**src/rtl/serial_adder.sv**
```systemverilog
// Bit-serial adder/subtractor: one full-adder cell per clock, LSB first, with a registered carry.
// Operands and result move over valid/ready handshakes; subtract is a + ~b + 1.
module serial_adder #(
    parameter int unsigned W = 8
) (
    input  logic         clk,
    input  logic         rst,
    input  logic         in_valid,
    output logic         in_ready,
    input  logic [W-1:0] a,
    input  logic [W-1:0] b,
    input  logic         cin,
    input  logic         op,
    output logic         out_valid,
    input  logic         out_ready,
    output logic [W-1:0] sum,
    output logic         cout,
    output logic         busy
);

    localparam int unsigned CntW = (W > 1) ? $clog2(W) : 1;

    typedef enum logic [1:0] {StIdle, StRun, StDone} state_e;

    state_e          state_q, state_d;
    logic [W-1:0]    a_sh_q, a_sh_d;
    logic [W-1:0]    b_sh_q, b_sh_d;
    logic [W-1:0]    sum_sh_q, sum_sh_d;
    logic            carry_q, carry_d;
    logic [CntW-1:0] cnt_q, cnt_d;
    logic            s;

    always_ff @(posedge clk or posedge rst) begin
        if (rst) begin
            state_q  <= StIdle;
            a_sh_q   <= '0;
            b_sh_q   <= '0;
            sum_sh_q <= '0;
            carry_q  <= 1'b0;
            cnt_q    <= '0;
        end else begin
            state_q  <= state_d;
            a_sh_q   <= a_sh_d;
            b_sh_q   <= b_sh_d;
            sum_sh_q <= sum_sh_d;
            carry_q  <= carry_d;
            cnt_q    <= cnt_d;
        end
    end

    always_comb begin
        state_d  = state_q;
        a_sh_d   = a_sh_q;
        b_sh_d   = b_sh_q;
        sum_sh_d = sum_sh_q;
        carry_d  = carry_q;
        cnt_d    = cnt_q;
        s        = a_sh_q[0] ^ b_sh_q[0] ^ carry_q;

        in_ready  = (state_q == StIdle) && !rst;
        out_valid = (state_q == StDone);
        busy      = (state_q != StIdle);
        sum       = sum_sh_q;
        cout      = carry_q;

        unique case (state_q)
            StIdle: begin
                if (in_valid && in_ready) begin
                    a_sh_d  = a;
                    b_sh_d  = op ? ~b : b;
                    carry_d = op ? 1'b1 : cin;
                    cnt_d   = '0;
                    state_d = StRun;
                end
            end
            StRun: begin
                carry_d = (a_sh_q[0] & b_sh_q[0]) | (a_sh_q[0] & carry_q) |
                          (b_sh_q[0] & carry_q);
                // Loop form keeps the shift legal when W is 1.
                sum_sh_d[W-1] = s;
                for (int i = 0; i < int'(W) - 1; i++) begin
                    sum_sh_d[i] = sum_sh_q[i+1];
                end
                a_sh_d = a_sh_q >> 1;
                b_sh_d = b_sh_q >> 1;
                cnt_d  = cnt_q + CntW'(1);
                if (cnt_q == CntW'(W - 1)) begin
                    state_d = StDone;
                end
            end
            StDone: begin
                if (out_ready) begin
                    state_d = StIdle;
                end
            end
            default: state_d = StIdle;
        endcase
    end

endmodule

```
**config.mk**
```make
export PLATFORM = sky130hd
export DESIGN_NAME = serial_adder
export DESIGN_NICKNAME = d
export VERILOG_FILES = /design/src/rtl/serial_adder.sv
export SDC_FILE = /design/constraint.sdc
export NUM_CORES = 1
export LEC_CHECK = 0
export CAP_MARGIN = 20
export CORE_ASPECT_RATIO = 1.25
export CORE_MARGIN = 1
export CORE_UTILIZATION = 47
export CTS_CLUSTER_DIAMETER = 80
export DETAILED_ROUTE_END_ITERATION = 8
export GPL_TIMING_DRIVEN = 0
export HOLD_SLACK_MARGIN = 0.08
export MAX_ROUTING_LAYER = met4
export PLACE_DENSITY_LB_ADDON = 0.05
export SLEW_MARGIN = 10
export SYNTH_ARGS = -nofsm -noshare
export SYNTH_HDL_FRONTEND = slang
export SYNTH_SLANG_ARGS = --single-unit
```
**constraint.sdc**
```tcl
create_clock -name clk -period 3.1 [get_ports clk]
set_input_delay 0.62 -clock clk [delete_from_list [all_inputs] [get_ports clk]]
set_output_delay 0.62 -clock clk [all_outputs]
set_load 0.02 [all_outputs]
```
==> flow_metrics.py <==
metrics = {
    "sta": {
        "fin_skew_ps": 11.4,
        "fin_crit_ps": 2420,
        "max_freq_ghz": 0.413,
        "final.period_utilization": 0.781,
        "finalSetupViolCount": 0,
        "layout_setup_ws_ps": 678,
        "fin_setup_tns_ps": 0,
        "tightest_slew_ps": 580,
        "drv_slew": 0,
        "slew_headroom": 0.614,
        "rsz0062_at_grt": "no",
        "finalHoldViolations": 0,
    },
    "yosys": {
        "yosys-top-cells-area": "dfrtp_1 51%, nand2_1 13%, nand3_1 7.5%",
        "yosysWarnings": 0,
        "synth.cell_area_um2": 1460,
        "ys_ff_latch": 30,
        "synthCells": 153,
        "ys_types": 25,
        "synth_top_cell_by_area": "dfrtp_1",
        "syn_area_per_cell_um2": 9.54,
        "synth_seq_area_share": 0.515,
        "synth_nets": 178,
        "yosys.area.top_type_share": 0.515,
    },
    "clocking": {
        "clkLatencyLatePin_ps": 330,
        "cts_buffers": 5,
        "hold_buffers": 0,
        "cts.clk_slew.worst_paths_ps": 90,
        "cts_tree": "built",
        "cts_resized": 0,
        "cts_setup_buffers": 0,
        "clockBufferDepth": 2,
        "htreeDepth": 2,
        "clockRootBuffer": "clkbuf_4",
        "cts_sinks": 30,
    },
    "power": {
        "power_density_nw_per_um2": 899,
        "vdd_ir_drop_max_uv": 622,
        "p_leak_uw": 0.000892,
    },
    "placement": {
        "place.port_buffers": 32,
        "dp_hpwl_mm": 2.08,
        "dp_cells": 222,
        "gp_congestion": 0.750,
        "pre_cts_ws_ps": 689,
    },
    "global_routing": {
        "antenna_found_initial": 0,
        "grt_pass1_wl_mm": 5.31,
        "grt_max_degree": 23,
        "grt_use_total": 0.224,
        "grt_pass1_vias": 1224,
        "overflow": 0,
    },
    "finish": {
        "nNetsFinal": 218,
        "utilization": 0.649,
        "syn2layout_area_growth_pct": 31.0,
        "num_antenna_cells": 0,
        "drive_gt1_frac": 0.134,
        "final_cells": 230,
    },
    "die": {
        "dieArea_um2": 3330,
        "core-area_um2": 2950,
        "die_y_um": 64.3,
        "num_rows": 22,
        "start_util": 0.495,
        "num_io_pins": 34,
        "fp.dieW_um": 51.8,
    },
    "route": {
        "viasPerCell": 5.10,
        "vias": 1174,
        "drtAntennaViolNets": 0,
        "first_iter_violations": 30,
        "drt_drc_violations_left": 0,
        "drt_first_pass_iters": 4,
        "wl_per_cell_um": 12.9,
        "drt-total-wl_mm": 2.96,
    },
    "critical_path": {
        "worstPathMaxFanout": 4,
        "startpoint": "rst",
        "crit_path_frequent_cell": "clkdlybuf4s50_1",
        "critPathArrivalTime_ps": 1800,
        "critPathTopFamily": "buffers and inverters",
        "max_stage_delay_ps": 600,
        "crit_type": "input pin to primary output",
        "worstReg2RegStart": "state_q[1]$_DFFE_PP0P_",
        "required_ps": 2480,
        "endpoint_kind": "primary output",
        "worstSetupStartpointType": "input pin",
        "path_buf_inv": 2,
        "crit_path_top_delay_cell": "clkdlybuf4s50_1",
        "path_cells": "clkdlybuf4s50_1 > nor2_1 > clkdlybuf4s50_1",
        "reg2reg_slack_ps": 1520,
    },
    "job": {
        "drv_cap": 0,
    },
    "run_status": {
        "status": "finished, final reports clean",
    },
    "hold_path": {
        "hp-class": "flip-flop to flip-flop",
        "min_from": "sum[0]$_DFFE_PP0P_",
    },
}
==> placed cells by master, fill, tap and decap left out, drive strengths merged, types with 2 or more instances in the layout <==
cell type and count:
clkbuf 10, ha 2, nor2 3, nor3 3
dfrtp 30, nand2 51, nand3 24, clkdlybuf4s50 32
o21ai 2, inv 2, buf 9, xnor2 8
o211ai 7
==> final cells by class <==
| type | instances | area (um2) |
|---|---|---|
| buffer | 11 | 73.8 |
| inverter | 2 | 7.51 |
| fill | 258 | 1030 |
| sequential | 30 | 751 |
| timing repair buffer | 33 | 348 |
| multi-input combinational | 110 | 627 |
| clock buffer | 7 | 55.1 |
| clock inverter | 1 | 5.00 |
| tap | 36 | 45.0 |
==> sequential cells by signal, indices dropped and copies added (netlist names) <==
| register | cells |
|---|---|
| state_q | 2 |
| a_sh_q | 8 |
| b_sh_q | 8 |
| sum | 8 |
| cnt_q | 3 |
| cout | 1 |
==> final timing paths <==
path	end	cells after the start
max in group asynchronous	a_sh_q[5]$_DFFE_PP0P_	3
min in group asynchronous	state_q[1]$_DFFE_PP0P_	2
worst max-delay path	in_ready	3
worst min register to register	sum[0]$_DFFE_PP0P_	2
worst max register to register	a_sh_q[4]$_DFFE_PP0P_	5
worst min-delay path	sum[0]$_DFFE_PP0P_	2
==> per-stage QoR <==
step	cell area, um2	hold WS [ps]	power [uW]
floorplan	1460	449	1200
global placement	1820	456	1460
detailed placement	1850	465	1480
CTS	1910	487	1740
global route	1910	504	1870
finish	1910	482	1720
==> cells in the mapped netlist, drive strengths merged <==
| library cell | count |
|---|---|
| nor2 | 3 |
| dfrtp | 30 |
| nand3 | 24 |
| fa | 1 |
| a211oi | 1 |
| buf | 8 |
| nor3 | 3 |
| o21ai | 2 |
| nor2b | 1 |
| nand2b | 1 |
| a22o | 1 |
| inv | 2 |
| or2 | 1 |
| ha | 2 |
| or4b | 1 |
| clkbuf | 3 |
| o211ai | 7 |
| a21oi | 1 |
| nand2 | 51 |
| xnor2 | 8 |
| nor4b | 1 |
| and2b | 1 |
==> where the power goes <==
group,total (uW),switching [uW],internal (uW)
logic,810,453,357
registers,667,108,559
clock network,241,132,110
total,1720,693,1030
==> routing by layer <==
| layer | global-route usage | vias up | wire length (um) |
|---|---|---|---|
| met5 | - | - | 0 |
| met3 | 0.0571 | 5 | 141 |
| met4 | 0.0811 | 0 | 46 |
| li1 | - | 588 | - |
| met1 | 0.268 | 553 | 1320 |
| met2 | 0.357 | 28 | 1450 |
==> cells by family after synthesis <==
family	synth area share
compound gates	0.0815
flops	0.515
fa+ha+maj	0.0309
xor+xnor	0.0480
buf+inv	0.0557
simple gates	0.269
==> worst register-to-register path, delay by kind of cell, from the launching register on <==
kind	cells	cell delay, ps
and+or+nand+nor	3	730
buffers and inverters	2	310
DFF	1	440
No activity file was read; power rests on OpenSTA's default activity.
